## src/rtl/ctrl_pipeline_if.sv

```systemverilog
// Control-pipeline bundle: D-stage instruction and E-stage hazard controls in,
// per-stage control signals out.
interface ctrl_pipeline_if;
    logic [31:0] InstrD;
    logic        StallE;
    logic        FlushE;
    logic [4:0]  ALUControlE;
    logic        ALUSrcE;
    logic        SrcAsrcE;
    logic        BranchE;
    logic        JumpE;
    logic        jumpRegE;
    logic [2:0]  ImmSrcD;
    logic [2:0]  funct3E;
    logic        MDBusy;
    logic        RegWriteM;
    logic        MemWriteM;
    logic [1:0]  ResultSrcM;
    logic [2:0]  funct3M;
    logic        RegWriteW;
    logic [1:0]  ResultSrcW;
    logic        IllegalD;
    logic        IllegalW;

    modport master (
        output InstrD, StallE, FlushE,
        input  ALUControlE, ALUSrcE, SrcAsrcE, BranchE, JumpE, jumpRegE, ImmSrcD,
               funct3E, MDBusy, RegWriteM, MemWriteM, ResultSrcM, funct3M,
               RegWriteW, ResultSrcW, IllegalD, IllegalW
    );

    modport slave (
        input  InstrD, StallE, FlushE,
        output ALUControlE, ALUSrcE, SrcAsrcE, BranchE, JumpE, jumpRegE, ImmSrcD,
               funct3E, MDBusy, RegWriteM, MemWriteM, ResultSrcM, funct3M,
               RegWriteW, ResultSrcW, IllegalD, IllegalW
    );
endinterface

```

## src/rtl/ctrl_pipeline.sv

```systemverilog
// RV32 control unit: D-stage decode with E/M/W control registers and illegal detect.
// Define RV_M_EXT_EN to decode the M extension and build the multi-cycle divide sequencer.
module ctrl_pipeline #(
    parameter int DIV_LATENCY = 32,
    parameter int CNT_W       = $clog2(DIV_LATENCY + 1)
) (
    input logic            clk,
    input logic            reset,
    ctrl_pipeline_if.slave cp
);
    localparam logic [4:0] ALU_ADD   = 5'b00000;
    localparam logic [4:0] ALU_SUB   = 5'b00001;
    localparam logic [4:0] ALU_AND   = 5'b00010;
    localparam logic [4:0] ALU_OR    = 5'b00011;
    localparam logic [4:0] ALU_XOR   = 5'b00100;
    localparam logic [4:0] ALU_SLT   = 5'b00101;
    localparam logic [4:0] ALU_SLTU  = 5'b00110;
    localparam logic [4:0] ALU_SLL   = 5'b00111;
    localparam logic [4:0] ALU_SRL   = 5'b01000;
    localparam logic [4:0] ALU_SRA   = 5'b01001;
    localparam logic [4:0] ALU_PASSB = 5'b01010;

    localparam logic [6:0] OP_LOAD   = 7'b0000011;
    localparam logic [6:0] OP_STORE  = 7'b0100011;
    localparam logic [6:0] OP_R      = 7'b0110011;
    localparam logic [6:0] OP_IMM    = 7'b0010011;
    localparam logic [6:0] OP_BRANCH = 7'b1100011;
    localparam logic [6:0] OP_JAL    = 7'b1101111;
    localparam logic [6:0] OP_JALR   = 7'b1100111;
    localparam logic [6:0] OP_LUI    = 7'b0110111;
    localparam logic [6:0] OP_AUIPC  = 7'b0010111;

    typedef struct packed {
        logic       reg_write;
        logic [1:0] result_src;   // 00 ALU, 01 memory, 10 PC+4
        logic       mem_write;
        logic       branch;
        logic       jump;
        logic       jump_reg;
        logic [4:0] alu_ctrl;
        logic       alu_src;
        logic       srca_src;
        logic [2:0] funct3;
        logic       illegal;
        logic       is_div;
    } ctrl_e_t;

    typedef struct packed {
        logic       reg_write;
        logic       mem_write;
        logic [1:0] result_src;
        logic [2:0] funct3;
        logic       illegal;
    } ctrl_m_t;

    typedef struct packed {
        logic       reg_write;
        logic [1:0] result_src;
        logic       illegal;
    } ctrl_w_t;

    function automatic logic [4:0] alu_op(input logic [2:0] f3, input logic alt);
        logic [4:0] op;
        case (f3)
            3'b000:  op = alt ? ALU_SUB : ALU_ADD;
            3'b001:  op = ALU_SLL;
            3'b010:  op = ALU_SLT;
            3'b011:  op = ALU_SLTU;
            3'b100:  op = ALU_XOR;
            3'b101:  op = alt ? ALU_SRA : ALU_SRL;
            3'b110:  op = ALU_OR;
            default: op = ALU_AND;
        endcase
        return op;
    endfunction

    logic [6:0] opcode;
    logic [2:0] f3;
    logic [6:0] f7;
    assign opcode = cp.InstrD[6:0];
    assign f3     = cp.InstrD[14:12];
    assign f7     = cp.InstrD[31:25];

    ctrl_e_t    dec;
    logic [2:0] imm_src;

    always_comb begin
        dec     = '0;
        imm_src = 3'b000;
        case (opcode)
            OP_LOAD: begin
                dec.reg_write  = 1'b1;
                dec.result_src = 2'b01;
                dec.alu_src    = 1'b1;
            end
            OP_STORE: begin
                dec.mem_write = 1'b1;
                dec.alu_src   = 1'b1;
                imm_src       = 3'b001;
            end
            OP_R: begin
                dec.reg_write = 1'b1;
                dec.alu_ctrl  = alu_op(f3, f7[5]);
`ifdef RV_M_EXT_EN
                if (f7 == 7'b0000001) begin
                    dec.alu_ctrl = {2'b10, f3};
                    dec.is_div   = f3[2];
                end
`else
                if (f7 == 7'b0000001) dec.illegal = 1'b1;
`endif
            end
            OP_IMM: begin
                dec.reg_write = 1'b1;
                dec.alu_src   = 1'b1;
                // only shifts use bit 30; addi never becomes a subtract
                dec.alu_ctrl  = alu_op(f3, f7[5] & (f3 == 3'b101));
            end
            OP_BRANCH: begin
                dec.branch   = 1'b1;
                dec.alu_ctrl = ALU_SUB;
                imm_src      = 3'b010;
            end
            OP_JAL: begin
                dec.reg_write  = 1'b1;
                dec.jump       = 1'b1;
                dec.result_src = 2'b10;
                imm_src        = 3'b011;
            end
            OP_JALR: begin
                dec.reg_write  = 1'b1;
                dec.jump       = 1'b1;
                dec.jump_reg   = 1'b1;
                dec.result_src = 2'b10;
                dec.alu_src    = 1'b1;
            end
            OP_LUI: begin
                dec.reg_write = 1'b1;
                dec.alu_src   = 1'b1;
                dec.alu_ctrl  = ALU_PASSB;
                imm_src       = 3'b100;
            end
            OP_AUIPC: begin
                dec.reg_write = 1'b1;
                dec.alu_src   = 1'b1;
                dec.srca_src  = 1'b1;
                imm_src       = 3'b100;
            end
            default: dec.illegal = 1'b1;
        endcase
        dec.funct3 = f3;
        if (dec.illegal) begin
            dec         = '0;
            dec.illegal = 1'b1;
            imm_src     = 3'b000;
        end
    end

    ctrl_e_t e_d, e_q;
    ctrl_m_t m_d, m_q;
    ctrl_w_t w_d, w_q;
    logic    md_busy;

    always_comb begin
        e_d = e_q;
        if (cp.FlushE)                    e_d = '0;
        else if (!cp.StallE && !md_busy) e_d = dec;

        m_d = '0;
        if (!md_busy) begin
            m_d.reg_write  = e_q.reg_write;
            m_d.mem_write  = e_q.mem_write;
            m_d.result_src = e_q.result_src;
            m_d.funct3     = e_q.funct3;
            m_d.illegal    = e_q.illegal;
        end

        w_d.reg_write  = m_q.reg_write;
        w_d.result_src = m_q.result_src;
        w_d.illegal    = m_q.illegal;
    end

    always_ff @(posedge clk or posedge reset) begin
        if (reset) begin
            e_q <= '0;
            m_q <= '0;
            w_q <= '0;
        end else begin
            e_q <= e_d;
            m_q <= m_d;
            w_q <= w_d;
        end
    end

`ifdef RV_M_EXT_EN
    typedef enum logic [1:0] {IDLE, BUSY, DONE} state_t;

    state_t           state_d, state_q;
    logic [CNT_W-1:0] cnt_d, cnt_q;

    always_comb begin
        state_d = state_q;
        cnt_d   = cnt_q;
        md_busy = 1'b0;
        case (state_q)
            IDLE: begin
                md_busy = e_q.is_div;
                if (e_q.is_div && !cp.FlushE) begin
                    state_d = BUSY;
                    cnt_d   = CNT_W'(DIV_LATENCY - 1);
                end
            end
            BUSY: begin
                md_busy = 1'b1;
                if (cp.FlushE)          state_d = IDLE;
                else if (cnt_q != '0)   cnt_d   = cnt_q - CNT_W'(1);
                else                    state_d = DONE;
            end
            // E releases the finished divide this cycle; MDBusy is already low
            DONE:    state_d = IDLE;
            default: state_d = IDLE;
        endcase
    end

    always_ff @(posedge clk or posedge reset) begin
        if (reset) begin
            state_q <= IDLE;
            cnt_q   <= '0;
        end else begin
            state_q <= state_d;
            cnt_q   <= cnt_d;
        end
    end
`else
    assign md_busy = 1'b0;
`endif

    logic unused_bits;
    assign unused_bits = ^{cp.InstrD[24:15], cp.InstrD[11:7], e_q.is_div};

    assign cp.ImmSrcD     = imm_src;
    assign cp.IllegalD    = dec.illegal;
    assign cp.ALUControlE = e_q.alu_ctrl;
    assign cp.ALUSrcE     = e_q.alu_src;
    assign cp.SrcAsrcE    = e_q.srca_src;
    assign cp.BranchE     = e_q.branch;
    assign cp.JumpE       = e_q.jump;
    assign cp.jumpRegE    = e_q.jump_reg;
    assign cp.funct3E     = e_q.funct3;
    assign cp.MDBusy      = md_busy;
    assign cp.RegWriteM   = m_q.reg_write;
    assign cp.MemWriteM   = m_q.mem_write;
    assign cp.ResultSrcM  = m_q.result_src;
    assign cp.funct3M     = m_q.funct3;
    assign cp.RegWriteW   = w_q.reg_write;
    assign cp.ResultSrcW  = w_q.result_src;
    assign cp.IllegalW    = w_q.illegal;
endmodule

```

## src/flat_wrapper.sv

```systemverilog
// flat-port wrapper written by rule: the top's interface ports become plain ports
module ctrl_pipeline_flat 
#(
    parameter int DIV_LATENCY = 32,
    parameter int CNT_W       = $clog2(DIV_LATENCY + 1)
)
  (clk, reset, cp_InstrD, cp_StallE, cp_FlushE, cp_ALUControlE, cp_ALUSrcE, cp_SrcAsrcE, cp_BranchE, cp_JumpE, cp_jumpRegE, cp_ImmSrcD, cp_funct3E, cp_MDBusy, cp_RegWriteM, cp_MemWriteM, cp_ResultSrcM, cp_funct3M, cp_RegWriteW, cp_ResultSrcW, cp_IllegalD, cp_IllegalW);
  ctrl_pipeline_if cp_i ();
  input logic clk;
  input logic reset;
  input wire logic [$bits(cp_i.InstrD)-1:0] cp_InstrD;
  input wire logic [$bits(cp_i.StallE)-1:0] cp_StallE;
  input wire logic [$bits(cp_i.FlushE)-1:0] cp_FlushE;
  output wire logic [$bits(cp_i.ALUControlE)-1:0] cp_ALUControlE;
  output wire logic [$bits(cp_i.ALUSrcE)-1:0] cp_ALUSrcE;
  output wire logic [$bits(cp_i.SrcAsrcE)-1:0] cp_SrcAsrcE;
  output wire logic [$bits(cp_i.BranchE)-1:0] cp_BranchE;
  output wire logic [$bits(cp_i.JumpE)-1:0] cp_JumpE;
  output wire logic [$bits(cp_i.jumpRegE)-1:0] cp_jumpRegE;
  output wire logic [$bits(cp_i.ImmSrcD)-1:0] cp_ImmSrcD;
  output wire logic [$bits(cp_i.funct3E)-1:0] cp_funct3E;
  output wire logic [$bits(cp_i.MDBusy)-1:0] cp_MDBusy;
  output wire logic [$bits(cp_i.RegWriteM)-1:0] cp_RegWriteM;
  output wire logic [$bits(cp_i.MemWriteM)-1:0] cp_MemWriteM;
  output wire logic [$bits(cp_i.ResultSrcM)-1:0] cp_ResultSrcM;
  output wire logic [$bits(cp_i.funct3M)-1:0] cp_funct3M;
  output wire logic [$bits(cp_i.RegWriteW)-1:0] cp_RegWriteW;
  output wire logic [$bits(cp_i.ResultSrcW)-1:0] cp_ResultSrcW;
  output wire logic [$bits(cp_i.IllegalD)-1:0] cp_IllegalD;
  output wire logic [$bits(cp_i.IllegalW)-1:0] cp_IllegalW;
  assign cp_i.InstrD = cp_InstrD;
  assign cp_i.StallE = cp_StallE;
  assign cp_i.FlushE = cp_FlushE;
  assign cp_ALUControlE = cp_i.ALUControlE;
  assign cp_ALUSrcE = cp_i.ALUSrcE;
  assign cp_SrcAsrcE = cp_i.SrcAsrcE;
  assign cp_BranchE = cp_i.BranchE;
  assign cp_JumpE = cp_i.JumpE;
  assign cp_jumpRegE = cp_i.jumpRegE;
  assign cp_ImmSrcD = cp_i.ImmSrcD;
  assign cp_funct3E = cp_i.funct3E;
  assign cp_MDBusy = cp_i.MDBusy;
  assign cp_RegWriteM = cp_i.RegWriteM;
  assign cp_MemWriteM = cp_i.MemWriteM;
  assign cp_ResultSrcM = cp_i.ResultSrcM;
  assign cp_funct3M = cp_i.funct3M;
  assign cp_RegWriteW = cp_i.RegWriteW;
  assign cp_ResultSrcW = cp_i.ResultSrcW;
  assign cp_IllegalD = cp_i.IllegalD;
  assign cp_IllegalW = cp_i.IllegalW;
  ctrl_pipeline #(.DIV_LATENCY(DIV_LATENCY), .CNT_W(CNT_W)) u_core (.clk(clk), .reset(reset), .cp(cp_i));
endmodule
```

## config.mk

```make
export PLATFORM = sky130hd
export DESIGN_NAME = ctrl_pipeline_flat
export DESIGN_NICKNAME = d
export VERILOG_FILES = /design/src/rtl/ctrl_pipeline_if.sv /design/src/rtl/ctrl_pipeline.sv /design/src/flat_wrapper.sv
export SDC_FILE = /design/constraint.sdc
export NUM_CORES = 1
export LEC_CHECK = 0
export ABC_AREA = 1
export ABC_CLOCK_PERIOD_IN_PS = 2600
export BUFFER_PORTS_ARGS = -buffer_cell sky130_fd_sc_hd__buf_2
export CAP_MARGIN = 5
export CORE_MARGIN = 2
export CORE_UTILIZATION = 50
export DETAILED_ROUTE_END_ITERATION = 16
export GPL_ROUTABILITY_DRIVEN = 1
export PLACE_DENSITY = 0.84
export SYNTH_ARGS = -nofsm -noshare
export SYNTH_HDL_FRONTEND = slang
export SYNTH_SLANG_ARGS = --single-unit
```

## constraint.sdc

```tcl
create_clock -name clk -period 2.6 [get_ports clk]
set_clock_uncertainty 0.2 [all_clocks]
set_input_delay 0.13 -clock clk [delete_from_list [all_inputs] [get_ports clk]]
set_output_delay 0.13 -clock clk [all_outputs]
set_load 0.02 [all_outputs]
```

==> summary.md, run 1 <==
| Metric | Value |
|---|---|
| Result of the run | complete, but fails checks |
| Failing checks | hold timing |
| Bufs on Longest Clock Path | 2 |
| Seq cells post-synth | 28 |
| Placement row count | 19 |
| Cell area reported after detailed placement | 1630 um2 |
| Setup_tns | 0 ns |
| Critical Path End Type | flop |
| Setup repair after global routing missed its margin | no |
| Pin slew with the least headroom to its limit | 0.555 ns |
| Synth area leader | sky130_fd_sc_hd__dfrtp_1 |
| Startpoint kind of the worst setup timing path | primary input |
| Most frequent cell after synthesis | sky130_fd_sc_hd__nand2_1 |
| Die Wd | 58.3 um |
| Clock root buffer | sky130_fd_sc_hd__clkbuf_4 |
| Share of the yosys chip area belonging to registers | 47.6% |
| Final critical-path share of the clock period | 75.8% |
| Clock-pin slew of the registers on the worst-case setup and hold paths | 0.14 ns |
| Number of maximum-capacitance constraint violations | 0 |
| Share of Yosys cell area claimed by the top area cell type | 47.6% |
| Drt initial violations | 26 |
| Final routed DRC violation total | 0 |
| Data required time at the worst endpoint | 2.66 ns |
| Clock net sink count | 28 |
| Worst min-delay path class | primary input to flop |
| Congestion Overflow GR | 0 |
| IO Count | 65 |
| Routed wire length | 2730 um |
| Chip Height | 58.3 um |
| Delay contributed by the slowest stage of the critical path | 0.57 ns |
| Headroom to the max-slew limit | 63.0% |
| Average cell area after synthesis | 8.71 um2 |
| List of cells traversed by the critical path | dlygate4sd3_1 -> buf_2 -> nor2_2 -> nand2_1 -> o31ai_1 -> dlygate4sd3_1 |
| Library cell contributing the largest single delay on the critical path | sky130_fd_sc_hd__dlygate4sd3_1 |
| Core region area | 2780 um2 |
| Initial antenna violation count | 0 |
| Fraction of final layout cells with drive strength greater than 1 | 35.4% |
| Number of pins with negative max-slew slack in the final report | 0 |
| TritonCTS Buffers | 3 |
| Combined global-route utilization of all metal layers | 17.7% |
| Post-CTS sizing | 0 |
| Hold violation count in the final report | 1 |
| Crit-path most repeated cell | sky130_fd_sc_hd__dlygate4sd3_1 |
| Static leakage | 1.05 nW |
| Synth cell count leaders | sky130_fd_sc_hd__nand2_1 (42), sky130_fd_sc_hd__dfrtp_1 (28), sky130_fd_sc_hd__nand3_1 (16), sky130_fd_sc_hd__nor2_1 (16), sky130_fd_sc_hd__buf_4 (15) |
| Via count of the first global-routing pass | 1095 |
| Routability congestion estimate | 0.859 |
| Number of routed nets with antenna violations | 0 |
| Clock latency on the worst-skew pair | 0.31 ns |
| Pin count of the biggest net entering global routing | 29 |
| Die area | 3400 um2 |
| Growth of design area from synthesis to finish | 17.5% |
| Dominant cells by area after synthesis | sky130_fd_sc_hd__dfrtp_1 (48%), sky130_fd_sc_hd__nand2_1 (11%), sky130_fd_sc_hd__buf_4 (7.6%) |
| Starting density of the core | 52.9% |
| Largest driver fanout on the critical path | 16 |
| TritonCTS clock tree | yes |
| Distinct cell type count after synthesis | 27 |
| Average wire length per cell after detail routing | 11.3 um |
| Number of enable flip-flop cells after synthesis | 0 |
| Mapped Cells | 169 |
| Final critical delay including setup and external delays | 1.97 ns |
| Top flip-flop cell by instance count after synthesis | sky130_fd_sc_hd__dfrtp_1 |
| Final nets | 249 |
| Post-CTS repair timing setup buffer count | 0 |
| Critical path start-end classification | primary input to flop |
| PD cells | 432 nW/um2 |
| Finished Cell Area | 1730 um2 |
| Reg-to-reg slack, setup | 1.24 ns |
| Worst Path Arrival | 2.03 ns |
| Via count | 1209 |
| First drt pass iteration count | 4 |
| Final HPWL DP | 2140 um |
| Input/output buffers | 47 |
| Via density per instance | 4.98 |
| Count of endpoints failing setup in the final report | 0 |
| Worst hold slack after final layout | -0.00569 ns |
| CTS H-tree depth | 1 |
| Warnings, synthesis | 0 |
| Final total power | 748 uW |
| Worst vdd ir | 0.000325 V |
| Diodes inserted | 0 |
| Wire length of the first global-routing pass | 4710 um |
| Peak Freq | 507 MHz |
| Netlist Area Pre-Place | 1470 um2 |
| Ys async rst share | 100% |
critical path, delay by kind of cell:
family / cells / cell delay, ns
AO/OA/AOI/OAI: 1 / 0.08
buffers and inverters: 3 / 1.26
AND/OR/NAND/NOR: 2 / 0.56
cell type report:
class / instances / area (um2)
clock buffer: 4 / 36.3
fill: 247 / 1050
inverter: 17 / 65.1
multi-input combinational: 109 / 587
sequential: 28 / 701
tap: 31 / 38.8
timing repair buffer: 54 / 303
layout by cell type, fill, tap and decap left out:
cell	count
sky130_fd_sc_hd__clkbuf_8	1
sky130_fd_sc_hd__nand3_1	16
sky130_fd_sc_hd__nor2_1	16
sky130_fd_sc_hd__nand2_2	3
sky130_fd_sc_hd__nand3b_1	1
sky130_fd_sc_hd__nor2_4	4
sky130_fd_sc_hd__inv_1	10
sky130_fd_sc_hd__nand4_1	2
sky130_fd_sc_hd__a21oi_1	2
sky130_fd_sc_hd__nor3_1	2
sky130_fd_sc_hd__nand2_4	2
sky130_fd_sc_hd__nand2_1	42
sky130_fd_sc_hd__dlygate4sd3_1	6
sky130_fd_sc_hd__clkbuf_4	3
sky130_fd_sc_hd__nand4_4	1
sky130_fd_sc_hd__nor2_2	2
sky130_fd_sc_hd__o31ai_1	1
sky130_fd_sc_hd__buf_4	1
sky130_fd_sc_hd__nand3_2	2
sky130_fd_sc_hd__o21ai_0	6
sky130_fd_sc_hd__nor2_8	1
sky130_fd_sc_hd__inv_2	6
sky130_fd_sc_hd__o21a_1	1
sky130_fd_sc_hd__clkinv_2	1
sky130_fd_sc_hd__conb_1	2
sky130_fd_sc_hd__xnor2_1	1
sky130_fd_sc_hd__a32o_1	1
sky130_fd_sc_hd__dfrtp_1	28
sky130_fd_sc_hd__buf_2	47
sky130_fd_sc_hd__nand3_4	1
registers in the layout, summed over array words and instances, names as in the netlist:
| name | count |
|---|---|
| u_core.cp.jumpRegE | 1 |
| u_core.cp.ResultSrcW | 2 |
| u_core.cp.funct3E | 3 |
| u_core.cp.IllegalW | 1 |
| u_core.e_q | 5 |
| u_core.cp.MemWriteM | 1 |
| u_core.cp.ALUControlE | 4 |
| u_core.cp.SrcAsrcE | 1 |
| u_core.cp.RegWriteW | 1 |
| u_core.cp.BranchE | 1 |
| u_core.cp.ALUSrcE | 1 |
| u_core.cp.RegWriteM | 1 |
| u_core.cp.ResultSrcM | 2 |
| u_core.m_q | 1 |
| u_core.cp.funct3M | 3 |
cell families (layout without fill, tap and decap cells):
group | Yosys count | count (layout) | synth area share (%)
other cells | 1 | 2 | 0.255
xor+xnor | 1 | 1 | 0.595
flops | 28 | 28 | 47.6
simple gates | 95 | 95 | 34.3
compound gates | 11 | 11 | 4.42
buf+inv | 33 | 75 | 12.8
path summary, 6_finish.rpt:
path / start / end / depth (start not counted)
worst max-delay path: cp_FlushE / u_core.cp.SrcAsrcE / 6
worst min-delay path: cp_InstrD[14] / u_core.cp.funct3E[2] / 5
worst max register to register: u_core.cp.SrcAsrcE / u_core.cp.SrcAsrcE / 3
worst min register to register: u_core.m_q[0] / u_core.cp.IllegalW / 0
max in group asynchronous: reset / u_core.cp.ResultSrcW[1] / 4
min in group asynchronous: reset / u_core.cp.RegWriteM / 4
routing by layer:
layer  up-vias  routed length, um  GRT usage (%)
met3         8                166           1.56
li1        613                  -              -
met5         -                  0              0
met1       536               1210           24.3
met4         0                 67           7.64
met2        52               1290           28.9
stage by stage:
stage,hold WS [ns],setup slack (ns),utilization (%),instances
global placement,0.00479,1.17,58.7,233
floorplan,-0.00459,1.38,-,170
finish,-0.00569,0.629,62.2,243
CTS,0.00303,0.635,62.2,243
global route,0.0123,0.528,62.2,243
detailed placement,0.00756,1.17,58.7,233
power by group:
part	internal, mW	leakage [nW]	switching, mW	total [mW]
Clock	0.0855	0.0210	0.119	0.205
Combinational	0.0347	0.638	0.0654	0.100
Sequential	0.441	0.387	0.00205	0.443
what timing repair did:
action / CTS / global route
endpoints found under the setup margin: 0 / 0
hold buffers: 6 / 0
endpoints found under the hold margin: 32 / 0
Power figures use the tool's default switching activity.
==> run 2, diff against run 1 <==
--- a/config.mk
+++ b/config.mk
@@ -6,14 +6,14 @@
 export NUM_CORES = 1
 export LEC_CHECK = 0
 export ABC_AREA = 1
-export ABC_CLOCK_PERIOD_IN_PS = 2600
+export ABC_CLOCK_PERIOD_IN_PS = 1930
 export BUFFER_PORTS_ARGS = -buffer_cell sky130_fd_sc_hd__buf_2
 export CAP_MARGIN = 5
 export CORE_MARGIN = 2
-export CORE_UTILIZATION = 50
+export CORE_UTILIZATION = 47
 export DETAILED_ROUTE_END_ITERATION = 16
 export GPL_ROUTABILITY_DRIVEN = 1
-export PLACE_DENSITY = 0.84
+export PLACE_DENSITY = 0.8
 export SYNTH_ARGS = -nofsm -noshare
 export SYNTH_HDL_FRONTEND = slang
 export SYNTH_SLANG_ARGS = --single-unit
==> constraint.sdc (replaced) <==
create_clock -name clk -period 1.93 [get_ports clk]
set_clock_uncertainty 0.2 [all_clocks]
set_input_delay 0.0965 -clock clk [delete_from_list [all_inputs] [get_ports clk]]
set_output_delay 0.0965 -clock clk [all_outputs]
set_load 0.02 [all_outputs]
==> run 2 against run 1 <==
Compared with the run above: the run now ends clean; critical endpoint is now cp_IllegalD; die area up 5.9%; first-iteration DRC count is 85% higher; final area rose by 4.8%; clock-buffer cell count stayed put; cell count grew 8.2%; critical path type is now primary input to output pin; sequential share of layout area down 1.9 points; combinational power increased by 43%; clock power is 30% higher.
==> summary.md, run 2 (synthesis gave the netlist of run 1 again) <==
| Metric | Value |
|---|---|
| Static leakage | 1.07 nW |
| PD cells | 555 nW/um2 |
| Final routed DRC violation total | 0 |
| Growth of design area from synthesis to finish | 23.2% |
| Bufs on Longest Clock Path | 2 |
| Via density per instance | 4.57 |
| Diodes inserted | 0 |
| Via count of the first global-routing pass | 1143 |
| Result of the run | finished, final reports clean |
| Clock-pin slew of the registers on the worst-case setup and hold paths | 0.13 ns |
| Max FFs per register | 5 |
| Most frequent cells in the layout | sky130_fd_sc_hd__buf_2 (47), sky130_fd_sc_hd__nand2_1 (42), sky130_fd_sc_hd__dfrtp_1 (28) |
| Critical path start-end classification | primary input to output pin |
| Final HPWL DP | 2030 um |
| Footprint of the multi-input gates | 594 um2 |
| Number of pins with negative max-slew slack in the final report | 0 |
| Worst Path Arrival | 1.60 ns |
| Final critical-path share of the clock period | 98.4% |
| Most common cell after layout, fill and taps aside | sky130_fd_sc_hd__buf_2 |
| Core region area | 3030 um2 |
| Combined global-route utilization of all metal layers | 17.9% |
| Peak Freq | 527 MHz |
| Register with the most flip-flops | u_core.e_q |
| Clock latency on the worst-skew pair | 0.31 ns |
| Die Wd | 60.0 um |
| Worst hold slack after final layout | 0.00294 ns |
| Reg area | 701 um2 |
| Input/output buffers | 47 |
| TritonCTS clock tree | yes |
| Routability congestion estimate | 0.889 |
| Wire length of the first global-routing pass | 4880 um |
| Via count | 1203 |
| Fill cell count | 273 |
| Depth of the worst register-to-register path | 1 |
| Pin count of the biggest net entering global routing | 29 |
| Chip Height | 60.0 um |
| Die area | 3600 um2 |
| IO Count | 65 |
| First drt pass iteration count | 4 |
| Drt initial violations | 48 |
| Starting density of the core | 48.6% |
| Critical Path End Type | output pin |
| Count of endpoints failing setup in the final report | 0 |
| Final nets | 256 |
| Routed wire length | 2670 um |
| Data required time at the worst endpoint | 1.63 ns |
| Initial antenna violation count | 0 |
| Congestion Overflow GR | 0 |
| Final critical delay including setup and external delays | 1.90 ns |
| Hold-critical path depth | 5 |
| Worst min-delay path class | primary input to flop |
| Average wire length per cell after detail routing | 10.1 um |
| Worst vdd ir | 0.000234 V |
| Clock net sink count | 28 |
| Placement row count | 20 |
| Headroom to the max-slew limit | 60.7% |
| Clock root buffer | sky130_fd_sc_hd__clkbuf_4 |
| Setup repair after global routing missed its margin | yes |
| Post-route core utilization | 59.9% |
| CTS H-tree depth | 1 |
| Fraction of final layout cells with drive strength greater than 1 | 36.5% |
| Finished Cell Area | 1810 um2 |
| TritonCTS Buffers | 3 |
| Hold violation count in the final report | 0 |
| Number of maximum-capacitance constraint violations | 0 |
| Largest driver fanout on the critical path | 8 |
| Startpoint kind of the worst setup timing path | primary input |
| Pin slew with the least headroom to its limit | 0.589 ns |
| Number of routed nets with antenna violations | 0 |
| Cell area reported after detailed placement | 1650 um2 |
-- run 2: per-layer routing --
metal | part of all wire (%) | up-vias | GRT usage, %
li1 | - | 620 | -
met1 | 47 | 549 | 24.9
met2 | 48 | 34 | 28.0
met3 | 4.6 | 0 | 2.81
met4 | 0 | 0 | 6.67
met5 | 0 | - | 0
-- run 2: final timing paths --
path	slack [ns]	to	from
max in group asynchronous	1.11	u_core.cp.funct3M[0]	reset
setup / recovery	0.03	cp_IllegalD	cp_InstrD[5]
hold / removal	0.003	u_core.cp.SrcAsrcE	cp_InstrD[2]
setup reg to reg	1.03	u_core.e_q[16]	u_core.e_q[16]
hold reg to reg	0.17	u_core.cp.IllegalW	u_core.m_q[0]
min in group asynchronous	0.17	u_core.cp.ResultSrcW[0]	reset
-- run 2: repair_timing --
| item | CTS | global route |
|---|---|---|
| setup buffers | 0 | 4 |
| hold buffers | 9 | 1 |
| endpoints found under the setup margin | 0 | 2 |
| gates resized for setup | 0 | 2 |
| hold endpoints to repair | 42 | 3 |
-- run 2: area by class of cell --
cell class              instances  share of cell area, %
clock buffers                   4                   2.00
repair buffers                 61                   20.0
multi-input cells             109                   32.8
inverters                      17                   3.59
well taps                      44                   3.03
flip-flops and latches         28                   38.6
-- run 2: worst max-delay path, stage by stage --
cell and delay [ns]:
sky130_fd_sc_hd__dlygate4sd3_1 0.52, sky130_fd_sc_hd__buf_2 0.20, sky130_fd_sc_hd__nand3_2 0.17, sky130_fd_sc_hd__nor2_8 0.17, sky130_fd_sc_hd__nand4_4 0.16, sky130_fd_sc_hd__nand2_4 0.12, sky130_fd_sc_hd__buf_2 0.16
-- run 2: report_power, final --
group          switching [mW]  total, mW  internal, mW
combinational          0.0906      0.143        0.0522
clock                   0.152      0.267         0.115
sequential            0.00260      0.597         0.594
total                   0.245       1.01         0.761
-- run 2: metrics by stage --
stage	setup WS (ns)	total power, mW	std cells	TNS [ns]
6_report	0.0308	1.01	263	0
5_1_grt	-0.0549	1.06	263	-0.0549
4_1_cts	0.0230	1.01	259	0
3_5_place_dp	0.536	0.735	246	0
3_3_place_gp	0.566	0.733	246	0
2_1_floorplan	0.740	0.693	170	0
==> run 3, diff against run 2 <==
--- a/config.mk
+++ b/config.mk
@@ -14,6 +14,7 @@
 export DETAILED_ROUTE_END_ITERATION = 16
 export GPL_ROUTABILITY_DRIVEN = 1
 export PLACE_DENSITY = 0.8
+export SETUP_SLACK_MARGIN = 0.3
 export SYNTH_ARGS = -nofsm -noshare
 export SYNTH_HDL_FRONTEND = slang
 export SYNTH_SLANG_ARGS = --single-unit
==> run 3 against run 2 <==
Compared with the run above: sequential share of layout area is 0.16 points lower; hold slack improved by 0.034 ns; total power is 0.32% lower; fmax increased by 24%; combinational power about the same; wire length increased by 2.6%; cell count rose by 0.38%; largest power group unchanged; die area unchanged.
==> summary.md, run 3 (synthesis gave the netlist of run 1 again) <==
| Metric | Value |
|---|---|
| IO Count | 65 |
| Combined global-route utilization of all metal layers | 18.4% |
| Chip Height | 60.0 um |
| Final HPWL DP | 2030 um |
| TritonCTS Buffers | 3 |
| Clock latency on the worst-skew pair | 0.31 ns |
| DP Cell Count | 246 |
| Data required time at the worst endpoint | 1.99 ns |
| Max FFs per register | 5 |
| Input/output buffers | 47 |
| Register with the most flip-flops | u_core.e_q |
| Growth of design area from synthesis to finish | 23.7% |
| Count of endpoints failing setup in the final report | 0 |
| Number of pins with negative max-slew slack in the final report | 0 |
| Most common cell after layout, fill and taps aside | sky130_fd_sc_hd__buf_2 |
| Peak Freq | 655 MHz |
| Post-route core utilization | 60.2% |
| List of cells traversed by the critical path | dlygate4sd3_1 -> buf_2 -> nor2_4 -> nand2_1 -> dlygate4sd3_1 -> nand2_1 |
| Congestion Overflow GR | 0 |
| Largest driver fanout on the critical path | 2 |
| Clock-pin slew of the registers on the worst-case setup and hold paths | 0.13 ns |
| Routed wire length | 2740 um |
| TritonCTS clock tree | yes |
| First drt pass iteration count | 4 |
| Result of the run | finished, final reports clean |
| Routability congestion estimate | 0.889 |
| Worst Path Arrival | 1.59 ns |
| Worst min-delay path class | primary input to flop |
| Non-filler cells, final | 264 |
| Final critical delay including setup and external delays | 1.53 ns |
| Via count | 1223 |
| Critical path start-end classification | primary input to flop |
| Final routed DRC violation total | 0 |
| Bufs on Longest Clock Path | 2 |
| Drt initial violations | 51 |
| Starting density of the core | 48.6% |
| Via count of the first global-routing pass | 1167 |
| Final critical-path share of the clock period | 79.1% |
| Cell area reported after detailed placement | 1650 um2 |
| Die Wd | 60.0 um |
| Worst hold slack after final layout | 0.0372 ns |
| Finished Cell Area | 1820 um2 |
| Initial antenna violation count | 0 |
| Delay contributed by the slowest stage of the critical path | 0.56 ns |
| Setup ws final | 0.403 ns |
| Static leakage | 1.07 nW |
| Kind of cell adding the most delay to the critical path | buffers and inverters |
| Startpoint kind of the worst setup timing path | primary input |
| Setup repair after global routing missed its margin | no |
| Setup_tns | 0 ns |
| Library cell contributing the largest single delay on the critical path | sky130_fd_sc_hd__dlygate4sd3_1 |
| Diodes inserted | 0 |
| Number of maximum-capacitance constraint violations | 0 |
| Critical Path End Type | flop |
| Final nets | 257 |
| Core region area | 3030 um2 |
| Most frequent cells in the layout | sky130_fd_sc_hd__buf_2 (47), sky130_fd_sc_hd__nand2_1 (42), sky130_fd_sc_hd__dfrtp_1 (28) |
| Pin count of the biggest net entering global routing | 29 |
| Headroom to the max-slew limit | 61.1% |
| Placement row count | 20 |
| Average wire length per cell after detail routing | 10.4 um |
| Die area | 3600 um2 |
| Wire length of the first global-routing pass | 5020 um |
| Final total power | 1.00 mW |
| Count of buffering cells on the critical path with inverters included | 3 |
| CTS H-tree depth | 1 |
| Pin slew with the least headroom to its limit | 0.583 ns |
| Worst setup timing slack at the placement stage | 0.536 ns |
| PD cells | 550 nW/um2 |
| Clock net sink count | 28 |
| Via density per instance | 4.63 |
| Worst vdd ir | 0.000235 V |
| Clock root buffer | sky130_fd_sc_hd__clkbuf_4 |
| Fraction of final layout cells with drive strength greater than 1 | 35.0% |
| Number of routed nets with antenna violations | 0 |
| Hold violation count in the final report | 0 |
==> run 3: cell count changes in the layout (fill, tap and decap cells not counted) <==
cell	change
sky130_fd_sc_hd__dlygate4sd3_1	+3
sky130_fd_sc_hd__nor2_4	-1
sky130_fd_sc_hd__nor2_1	+1
sky130_fd_sc_hd__buf_4	-2
==> run 3: tightest hold or removal path, cell delays in order <==
cell,delay (ns)
sky130_fd_sc_hd__buf_2,0.07
sky130_fd_sc_hd__nor2_1,0.05
sky130_fd_sc_hd__nand4_4,0.15
sky130_fd_sc_hd__nand3_1,0.09
sky130_fd_sc_hd__nand2_1,0.05
==> run 3: power by group <==
part	internal, mW	switching (mW)
logic	0.0536	0.0904
clock network	0.115	0.147
registers	0.594	0.00247
total	0.763	0.240
==> run 3: worst paths after layout <==
kind	from	to	slack [ns]	depth (start not counted)
min reg2reg	u_core.m_q[0]	u_core.cp.IllegalW	0.16	0
max in group asynchronous	reset	u_core.e_q[1]	1.10	4
max reg2reg	u_core.e_q[16]	u_core.e_q[16]	1.02	1
min in group asynchronous	reset	u_core.cp.ResultSrcW[0]	0.17	4
min	cp_InstrD[31]	u_core.e_q[18]	0.04	5
max	cp_StallE	u_core.cp.ALUSrcE	0.40	6
==> run 3: timing repair <==
action,in CTS,in global routing
hold endpoints to repair,42,0
endpoints found under the setup margin,0,1
setup buffers,0,2
hold buffers,12,0
resized for setup,0,0
==> run 3: layout make-up <==
| class | instances | area (um2) |
|---|---|---|
| fill | 274 | 1210 |
| clock buffer | 4 | 36.3 |
| inverter | 17 | 65.1 |
| multi-input combinational | 109 | 587 |
| tap | 44 | 55.1 |
| sequential | 28 | 701 |
| timing repair buffer | 62 | 378 |
==> run 3: metal layers <==
metal / part of all wire, % / track usage, % / vias up
met1: 45 / 25.7 / 567
li1: - / - / 619
met4: 0.91 / 6.35 / 0
met5: 0 / 0 / -
met3: 4.5 / 2.60 / 2
met2: 49 / 29.0 / 35
